<file path="src/rtl/tdma_domain_arbiter.sv">
// Two-domain TDMA arbiter over a shared register bank with a low/high label check.
// Even words belong to L, odd words to H; L-side timing never depends on H activity.
module tdma_domain_arbiter #(
  parameter int DW       = 8,
  parameter int AW       = 2,
  parameter int SLOT_LEN = 4
) (
  input  logic          clk,
  input  logic          rst_n,
  input  logic          l_req_valid,
  output logic          l_req_ready,
  input  logic          l_req_we,
  input  logic [AW-1:0] l_req_addr,
  input  logic [DW-1:0] l_req_wdata,
  output logic          l_resp_valid,
  output logic [DW-1:0] l_resp_rdata,
  output logic          l_resp_err,
  input  logic          h_req_valid,
  output logic          h_req_ready,
  input  logic          h_req_we,
  input  logic [AW-1:0] h_req_addr,
  input  logic [DW-1:0] h_req_wdata,
  output logic          h_resp_valid,
  output logic [DW-1:0] h_resp_rdata,
  output logic          h_resp_err,
  output logic          slot_owner
);

  localparam int DEPTH = 1 << AW;
  localparam int CW    = $clog2(SLOT_LEN);

  logic [CW-1:0] slot_cnt;
  logic [DW-1:0] bank [DEPTH];

  logic          l_full, l_we, h_full, h_we;
  logic [AW-1:0] l_addr, h_addr;
  logic [DW-1:0] l_wdata, h_wdata;

  logic slot_start, l_issue, h_issue, l_deny, h_deny;

  assign l_req_ready = ~l_full;
  assign h_req_ready = ~h_full;

  assign slot_start = (slot_cnt == '0);
  assign l_issue    = l_full & ~slot_owner & slot_start;
  assign h_issue    = h_full &  slot_owner & slot_start;

  // L may not read H words; H may not write L words.
  assign l_deny = ~l_we & l_addr[0];
  assign h_deny =  h_we & ~h_addr[0];

  always_ff @(posedge clk or negedge rst_n) begin
    if (!rst_n) begin
      slot_cnt   <= '0;
      slot_owner <= 1'b0;
    end else if (slot_cnt == CW'(SLOT_LEN - 1)) begin
      slot_cnt   <= '0;
      slot_owner <= ~slot_owner;
    end else begin
      slot_cnt <= slot_cnt + 1'b1;
    end
  end

  always_ff @(posedge clk or negedge rst_n) begin
    if (!rst_n) begin
      l_full  <= 1'b0;
      l_we    <= 1'b0;
      l_addr  <= '0;
      l_wdata <= '0;
    end else if (l_issue) begin
      l_full <= 1'b0;
    end else if (l_req_valid && !l_full) begin
      l_full  <= 1'b1;
      l_we    <= l_req_we;
      l_addr  <= l_req_addr;
      l_wdata <= l_req_wdata;
    end
  end

  always_ff @(posedge clk or negedge rst_n) begin
    if (!rst_n) begin
      h_full  <= 1'b0;
      h_we    <= 1'b0;
      h_addr  <= '0;
      h_wdata <= '0;
    end else if (h_issue) begin
      h_full <= 1'b0;
    end else if (h_req_valid && !h_full) begin
      h_full  <= 1'b1;
      h_we    <= h_req_we;
      h_addr  <= h_req_addr;
      h_wdata <= h_req_wdata;
    end
  end

  // Issues never coincide because the two domains own disjoint slots.
  always_ff @(posedge clk or negedge rst_n) begin
    if (!rst_n) begin
      for (int i = 0; i < DEPTH; i++) bank[i] <= '0;
    end else begin
      if (l_issue && l_we) bank[l_addr] <= l_wdata;
      if (h_issue && h_we && !h_deny) bank[h_addr] <= h_wdata;
    end
  end

  always_ff @(posedge clk or negedge rst_n) begin
    if (!rst_n) begin
      l_resp_valid <= 1'b0;
      l_resp_err   <= 1'b0;
      l_resp_rdata <= '0;
      h_resp_valid <= 1'b0;
      h_resp_err   <= 1'b0;
      h_resp_rdata <= '0;
    end else begin
      l_resp_valid <= l_issue;
      l_resp_err   <= l_issue & l_deny;
      l_resp_rdata <= (l_issue && !l_we && !l_deny) ? bank[l_addr] : '0;
      h_resp_valid <= h_issue;
      h_resp_err   <= h_issue & h_deny;
      h_resp_rdata <= (h_issue && !h_we && !h_deny) ? bank[h_addr] : '0;
    end
  end

endmodule

</file>
<file path="config.mk">
export PLATFORM = sky130hd
export DESIGN_NAME = tdma_domain_arbiter
export DESIGN_NICKNAME = d
export VERILOG_FILES = /design/src/rtl/tdma_domain_arbiter.sv
export SDC_FILE = /design/constraint.sdc
export NUM_CORES = 1
export LEC_CHECK = 0
export BUFFER_PORTS_ARGS = -buffer_cell sky130_fd_sc_hd__buf_2
export CORE_MARGIN = 4
export CORE_UTILIZATION = 45
export DETAILED_ROUTE_END_ITERATION = 10
export PLACE_DENSITY = 0.65
export SLEW_MARGIN = 20
export SYNTH_ARGS = -nofsm -noshare
export SYNTH_HDL_FRONTEND = slang
export SYNTH_SLANG_ARGS = --single-unit
</file>
<file path="constraint.sdc">
create_clock -name clk -period 4 [get_ports clk]
set_clock_uncertainty 0.1 [all_clocks]
set_input_delay 0.8 -clock clk [delete_from_list [all_inputs] [get_ports clk]]
set_output_delay 0.8 -clock clk [all_outputs]
set_load 0.005 [all_outputs]
</file>
==> qor.yml, run 1 <==
postSynthCellCount: 281
swShare_pct: 26.5
io_pins: 49
antenna_found_initial: 0
setup_tns_ns: 0
yosysWarnings: 0
p_int_mw: 1.53
post-route-period-util_pct: 56.2
grt_pass1_wl_um: 11100
grt.overflow.total: 0
post_drt_via_cell_ratio: 5.13
p_seq_share_pct: 54.0
gp_congestion: 0.812
cts_tree: "done"
path_class: "reg2reg"
syn_area_um2: 3440
rows: 31
worst_ep_required_time_ns: 4.16
ys_seq_elements: 79
avgSynthCellArea_um2: 12.2
reg2reg_from: "slot_cnt[0]"
start_util_pct: 46.9
routedWlPerCell_um: 15.6
clkSlewWorstSetupHoldPaths_ns: 0.08
p_per_area_nw_per_um2: 529
endpoint_kind: "register"
multiInputGateArea_um2: 1300
slew_headroom_pct: 32.7
reg2reg_depth: 5
p_leak_nw: 1.84
cts_max_path_buffers: 2
fillers: 634
final-hold-violation-count: 0
period_needed_ns: 2.25
drive_gt1_share_pct: 33.2
pwr-share-comb_pct: 16.1
pwr-share-clk_pct: 29.8
grt_start_max_net_pins: 80
area_growth_pct: 14.6
wl_um: 6670
slew_viol_final: 0
crit_path_start_kind: "register"
grt_pass1_vias: 2223
firstDrtPassIters: 4
drt_iter0_drc: 104
seq_area_um2: 1980
reg2reg_setup_slack_ns: 1.75
fp.coreArea_um2: 7330
cts_setup_buffers: 0
arrival_ns: 2.41
cts_root_buf: "clkbuf_8"
finalSetupViolations: 0
die_height_um: 95.4
maxCapViolCount: 0
post-dp-hpwl_um: 4650
final_nets: 351
async_flop_share_pct: 100
synthFlopType: "dfrtp_1"
clock_latency_ns: 0.34
clock.fmax_ghz: 0.445
syn_nets: 309
port_buffers: 48
p_sw_mw: 0.552
vdd_drop_max_mv: 0.226
r2r_end: "bank[7]"
drt_drc_violations_left: 0
die_area_um2: 9100
utilization_pct: 53.7
cts_buffers: 9
holdBufCountCts: 0
grt_util_all_layers_pct: 16.1
cts-resized-gates: 0
ys_types: 29
cts.htree.levels: 3
synth_edf_count: 0
tightestPinTransition_ns: 1.01
die_w_um: 95.4
rsz0062_at_grt: "no"
crit_fanout: 21
vias: 2190
final_antenna_net_count: 0
cts.sinks: 79
ys_seq_area_share_pct: 57.5
num_antenna_cells: 0
status: "completed"
min_path_type: "in2async"
[cell families after synthesis]
kind of cell / Yosys count / share of synthesized area [%]
DFF: 79 / 57.5
adders and majority gates: 2 / 0.728
xor gates and xnor gates: 1 / 0.255
and+or+nand+nor: 80 / 13.1
AOI/OAI and AO/OA: 40 / 6.41
buffers and inverters: 33 / 4.59
muxes: 46 / 17.4
[power groups by stage]
stage	combinational, mW	clock (mW)	sequential (mW)
2_1_floorplan	0.298	0	1.06
3_3_place_gp	0.328	0	1.13
3_5_place_dp	0.336	0	1.14
4_1_cts	0.338	0.641	1.13
5_1_grt	0.377	0.675	1.15
6_report	0.336	0.622	1.13
[metal layers]
layer	up-vias	routed length (µm)	global-route usage, %
met3	9	281	3.63
met1	1048	3300	23.0
met4	0	121	6.64
met5	-	0	0
li1	1073	-	-
met2	60	2960	23.8
[worst max path at each step]
stage                            from  depth (start not counted)   endpoint
after global placement    h_req_valid                          3  h_addr[0]
after floorplan           h_req_valid                          3  h_addr[0]
after global routing      slot_cnt[0]                          5    bank[7]
final                     slot_cnt[0]                          5    bank[7]
after CTS                 slot_cnt[0]                          6   bank[31]
after detailed placement  h_req_valid                          3  h_addr[1]
[Yosys cell counts (2+ instances only)]
cell type	count	share of area (%)
clkbuf_1	4	0.44
o21ai_0	24	3.5
a31oi_1	16	2.9
nor2b_1	10	1.8
mux2i_1	8	2.3
buf_2	9	1.3
nor3b_1	2	0.44
ha_1	2	0.73
nand3b_1	2	0.44
nand2_1	9	0.98
inv_1	14	1.5
nor2_1	14	1.5
or3_1	9	1.6
mux4_2	8	5.2
dfrtp_1	79	58
nand3_2	2	0.58
mux2_2	30	9.8
nor3_1	16	2.3
nand3_1	10	1.5
buf_4	4	0.87
[state kept, by name, indices dropped and copies added (netlist names)]
name          count
l_wdata           8
h_wdata           8
bank             32
h_resp_err        1
h_resp_valid      1
l_full            1
h_we              1
l_resp_rdata      8
h_addr            2
slot_cnt          2
slot_owner        1
l_we              1
l_addr            2
l_resp_valid      1
h_full            1
h_resp_rdata      8
l_resp_err        1
[worst max-delay path: stages (launching register included)]
cell,delay (ns)
dfrtp_1,0.40
inv_1,0.06
ha_1,0.20
nand3_1,0.58
or2_0,0.59
a31oi_1,0.22
[metrics by stage]
stage | std cells | area [µm²] | setup slack [ns] | total power, mW | hold WS (ns)
2_1_floorplan | 281 | 3440 | 2.27 | 1.36 | 0.331
3_3_place_gp | 410 | 3700 | 1.65 | 1.46 | 0.340
3_5_place_dp | 410 | 3700 | 1.63 | 1.48 | 0.372
4_1_cts | 426 | 3920 | 1.74 | 2.10 | 0.383
5_1_grt | 427 | 3940 | 1.58 | 2.21 | 0.364
6_report | 427 | 3940 | 1.75 | 2.08 | 0.332
[layout make-up]
cell class | count | share of cell area (%)
Sequential cell | 79 | 50.2
Multi-Input combinational cell | 169 | 33.1
Timing Repair Buffer | 50 | 6.87
Clock buffer | 9 | 3.15
Tap cell | 99 | 3.15
Clock inverter | 7 | 2.23
Inverter | 14 | 1.34
[cell usage in the layout (no fill, tap or decap), types with 2 or more instances in the layout]
cell | Yosys | layout
bufinv_16 | 0 | 2
nand3_1 | 10 | 10
nor2_1 | 14 | 14
nand3_2 | 2 | 2
nor3_1 | 16 | 16
dfrtp_1 | 79 | 79
buf_4 | 4 | 2
nand2_1 | 9 | 9
or3_1 | 9 | 9
ha_1 | 2 | 2
buf_2 | 9 | 47
clkbuf_8 | 0 | 9
inv_1 | 14 | 14
mux2_2 | 30 | 30
nor2b_1 | 10 | 10
o21ai_0 | 24 | 24
a31oi_1 | 16 | 16
clkinv_2 | 0 | 4
mux4_2 | 8 | 8
nor3b_1 | 2 | 2
mux2i_1 | 8 | 8
nand3b_1 | 2 | 2
No activity file was read; power rests on OpenSTA's default activity.
==> run 2: changes to the inputs <==
- PLACE_DENSITY: 0.65 -> 0.68
- clock period: 4 -> 1.9 ns (I/O delays scaled with it)
==> run 2 against run 1 <==
  * Critical path depth up 1
  * Core utilization up 1.5 points
  * Count of clock-buffer cells in the layout up 4
  * Final cell count up 2.6%
  * First-iteration DRC count down 14%
  * Via count up 4.3%
  * Worst setup slack worse by 1.6 ns
  * Sequential share of layout area down 1.4 points
  * Critical path type unchanged
  * Critical endpoint unchanged
==> qor.yml, run 2 (synthesized netlist as in run 1, its figures left out) <==
largest_reg_flops: 32
area_growth_pct: 17.8
final-hold-violation-count: 0
tightestPinTransition_ns: 0.627
post-dp-hpwl_um: 5010
final_antenna_net_count: 0
reg2reg_from: "slot_cnt[0]"
firstDrtPassIters: 4
p_per_area_nw_per_um2: 1110
p_sw_mw: 1.17
layout_commonest_cell: "dfrtp_1"
cts_tree: "done"
p_total_mw: 4.49
utilization_pct: 55.2
cts.sinks: 79
vdd_drop_max_mv: 0.702
final_cell_mix: "dfrtp_1, buf_2, mux2_2, o21ai_0"
grt_start_max_net_pins: 64
antenna_found_initial: 0
crit_path_start_kind: "register"
slew_headroom_pct: 58.2
p_leak_nw: 1.90
layout_setup_ws_ns: 0.137
slew_viol_final: 0
placed_cells: 421
p_seq_share_pct: 52.6
finalSetupViolations: 0
start_util_pct: 46.9
final_nets: 362
clkSlewWorstSetupHoldPaths_ns: 0.08
cts_max_path_buffers: 2
grt.overflow.total: 0
drive_gt1_share_pct: 34.5
post-route-period-util_pct: 92.8
pwr-share-clk_pct: 30.8
min_path_type: "in2reg"
p_int_mw: 3.32
fp.coreArea_um2: 7330
clock.fmax_ghz: 0.567
grt_pass1_wl_um: 11500
io_pins: 49
pre_cts_ws_ns: 0.141
pwr-share-comb_pct: 16.7
worst_ep_required_time_ns: 2.06
num_antenna_cells: 0
cts_root_buf: "clkbuf_8"
arrival_ns: 1.92
port_buffers: 48
cts.htree.levels: 3
drt_iter0_drc: 89
endpoint_kind: "register"
reg2reg_setup_slack_ns: 0.14
maxCapViolCount: 0
vias: 2284
status: "completed"
registers.top_by_ff_count: "bank"
clock_latency_ns: 0.34
post_drt_via_cell_ratio: 5.21
setup.worst_path.start: "slot_cnt[0]"
die_height_um: 95.4
wl_um: 6870
drt_drc_violations_left: 0
setup_tns_ns: 0
die_area_um2: 9100
crit_fanout: 20
cts_buffers: 9
final_cells: 438
routedWlPerCell_um: 15.7
grt_util_all_layers_pct: 16.7
gp_congestion: 0.822
rsz0062_at_grt: "no"
swShare_pct: 26.0
period_needed_ns: 1.76
rows: 31
path_class: "reg2reg"
grt_pass1_vias: 2284
die_w_um: 95.4
min_from: "l_req_wdata[5]"
run 2: power by group through the flow:
stage          logic, mW  clock network (mW)  registers [mW]
6_report           0.748                1.38            2.36
4_1_cts            0.756                1.41            2.36
3_3_place_gp       0.725                   0            2.38
3_5_place_dp       0.751                   0            2.40
5_1_grt            0.841                1.49            2.42
2_1_floorplan      0.628                   0            2.23
run 2: routing by layer:
layer  GRT usage, %  wire, µm  share of wire, %  vias up
li1               -         -                 -     1096
met1           24.3      3240                47     1114
met2           25.4      3150                46       65
met3           2.84       378               5.5        9
met4           6.04       106               1.5        0
met5              0         0                 0        -
run 2: final cells by class:
| type | count | area (µm²) |
|---|---|---|
| well taps | 99 | 124 |
| multi-input cells | 169 | 1300 |
| fillers | 648 | 3280 |
| flip-flops and latches | 79 | 1980 |
| repair buffers | 61 | 368 |
| clock buffers | 13 | 159 |
| inverters | 14 | 52.6 |
| clock inverters | 3 | 65.1 |
run 2: critical path: stages (launching register included):
cell and delay, ns:
dfrtp_1 0.40, inv_1 0.06, ha_1 0.21, nand3b_4 0.15
buf_4 0.23, or3_1 0.36, a31oi_1 0.17
run 2: what timing repair did:
| action | in CTS | in global routing |
|---|---|---|
| setup buffers | 0 | 0 |
| resized for setup | 0 | 0 |
| hold buffers | 1 | 0 |
| endpoints found under the hold margin | 16 | 0 |
run 2: path summary, 6_finish.rpt:
path,endpoint,cells past startpoint
max,bank[7],6
min,l_wdata[5],3
min in group asynchronous,l_resp_rdata[3],2
max reg2reg,bank[7],6
max in group asynchronous,h_resp_rdata[7],3
min reg2reg,slot_cnt[0],1
run 2: stage by stage:
step                      instance area (µm²)  hold WS [ns]
after floorplan                          3440       -0.0156
after global placement                   3810         0.162
after detailed placement                 3810         0.161
after CTS                                4050         0.138
after global routing                     4050         0.151
final                                    4050         0.150
==> run 3: changes to the inputs <==
- ABC_AREA: not set -> 1
- PLACE_DENSITY: 0.68 -> 0.67
==> run 3 against run 2 <==
  * Total power is 23% higher
  * Largest cell class unchanged
  * Final cell count rose by 34%
  * Synthesized area increased by 7.0%
  * Cell area increased by 4.6%
  * First-iteration DRC count up 87%
  * Global-route usage rose by 3.5 points
==> qor.yml, run 3 <==
async_flop_share_pct: 100
clock_latency_ns: 0.37
pwr-share-clk_pct: 20.0
final_antenna_net_count: 0
grt_pass1_wl_um: 15200
wl_um: 9130
vias: 3095
synth_edf_count: 0
setup_tns_ns: 0
cts_buffers: 9
final_cell_mix: "nand2_1, dfrtp_1, nor2_1, buf_2, inv_1"
routedWlPerCell_um: 15.5
cts.sinks: 79
cts_root_buf: "clkbuf_8"
area_growth_pct: 15.2
endpoint_kind: "register"
layout_commonest_cell: "nand2_1"
yosys.area.top_type: "dfrtp_1"
final-hold-violation-count: 0
fp.coreArea_um2: 7850
p_seq_share_pct: 50.5
largest_reg_flops: 32
syn_nets: 455
post-route-period-util_pct: 90.2
final_nets: 510
io_pins: 49
period_needed_ns: 1.71
syn_area_um2: 3670
pwr-share-comb_pct: 29.5
seq_area_um2: 1980
fillers: 757
p_leak_nw: 2.17
placed_cells: 572
yosysWarnings: 0
yosysMostFrequentCell: "nand2_1"
path_class: "reg2reg"
worst_ep_required_time_ns: 2.06
arrival_ns: 1.87
rows: 32
grt_util_all_layers_pct: 20.2
clock.fmax_ghz: 0.584
die_w_um: 98.4
maxCapViolCount: 0
die_height_um: 98.4
drt_iter0_drc: 166
drive_gt1_share_pct: 21.1
layout_setup_ws_ns: 0.186
cts_max_path_buffers: 2
tightestPinTransition_ns: 0.547
min_from: "l_req_wdata[6]"
slew_viol_final: 0
ys_types: 25
post_drt_via_cell_ratio: 5.25
crit_fanout: 8
reg2reg_from: "slot_cnt[0]"
die_area_um2: 9680
drt_drc_violations_left: 0
swShare_pct: 40.1
clkSlewWorstSetupHoldPaths_ns: 0.09
min_path_type: "in2reg"
num_antenna_cells: 0
yosys-top-cells-count: "nand2_1, dfrtp_1, nor2_1"
final_cells: 589
synth.top_cell.area_share_pct: 53.8
rsz0062_at_grt: "no"
p_per_area_nw_per_um2: 1300
multiInputGateArea_um2: 1430
start_util_pct: 46.8
vdd_drop_max_mv: 0.672
status: "completed"
p_sw_mw: 2.21
grt_start_max_net_pins: 29
port_buffers: 48
avgSynthCellArea_um2: 8.61
p_int_mw: 3.30
post-dp-hpwl_um: 6820
synth_area_leaders: "dfrtp_1, nand2_1, nor2_1"
cts.htree.levels: 3
setup.worst_path.start: "slot_cnt[0]"
antenna_found_initial: 0
postSynthCellCount: 427
cts_tree: "done"
holdWs_ns: 0.141
registers.top_by_ff_count: "bank"
pre_cts_ws_ns: 0.111
gp_congestion: 0.967
ys_seq_elements: 79
ys_seq_area_share_pct: 53.8
crit_path_start_kind: "register"
firstDrtPassIters: 5
grt_pass1_vias: 3076
finalSetupViolations: 0
slew_headroom_pct: 63.5
grt.overflow.total: 0
synthFlopType: "dfrtp_1"
[run 3: layout make-up]
cell class,count,share of cell area (%)
Timing Repair Buffer,57,8.27
Tap cell,102,3.01
Multi-Input combinational cell,289,33.8
Clock buffer,9,2.93
Sequential cell,79,46.7
Inverter,46,4.08
Clock inverter,7,1.18
[run 3: path summary, 6_finish.rpt]
path / endpoint / slack (ns) / cells after the start
setup / recovery: l_resp_rdata[3] / 0.19 / 6
hold / removal: l_wdata[6] / 0.14 / 2
setup reg to reg: l_resp_rdata[3] / 0.19 / 6
hold reg to reg: slot_cnt[0] / 0.37 / 1
max in group asynchronous: bank[1] / 0.85 / 3
min in group asynchronous: bank[15] / 0.37 / 2
[run 3: cell families after synthesis]
family / Yosys count / share of synthesized area (%)
simple gates: 210 / 25.0
flops: 79 / 53.8
compound gates: 65 / 9.57
buf+inv: 59 / 7.35
mux: 11 / 3.37
fa+ha+maj: 2 / 0.681
xor+xnor: 1 / 0.238
[run 3: timing repair]
item	CTS	global route
endpoints found under the hold margin	26	0
resized for setup	0	1
hold buffers	1	0
setup endpoints to repair	0	7
buffers inserted	0	0
[run 3: stage by stage]
step / utilization (%) / cell area, µm² / power, mW
floorplan: - / 3670 / 3.78
global placement: 51.5 / 4050 / 4.37
detailed placement: 51.5 / 4050 / 4.41
CTS: 53.9 / 4230 / 5.52
global route: 54.0 / 4230 / 5.91
finish: 54.0 / 4230 / 5.51
[run 3: worst max-delay path, stage by stage, from the launching register on]
cell and delay (ns):
dfrtp_1 0.41, inv_1 0.06, ha_1 0.27, nand3_1 0.17
inv_1 0.13, nand3_2 0.18, nor3_1 0.29
[run 3: routing by layer]
layer | part of all wire, % | wire (µm) | track usage, % | up-vias
met5 | 0 | 0 | 0 | -
met4 | 2.8 | 256 | 10.3 | 0
li1 | - | - | - | 1492
met1 | 44 | 4050 | 26.7 | 1470
met2 | 47 | 4310 | 32.1 | 111
met3 | 5.6 | 510 | 3.36 | 22
[run 3: power by group through the flow]
stage / clock [mW] / combinational (mW) / sequential (mW)
final: 1.10 / 1.63 / 2.78
after global placement: 0 / 1.57 / 2.80
after global routing: 1.21 / 1.87 / 2.83
after detailed placement: 0 / 1.61 / 2.80
after floorplan: 0 / 1.22 / 2.56
after CTS: 1.13 / 1.61 / 2.77
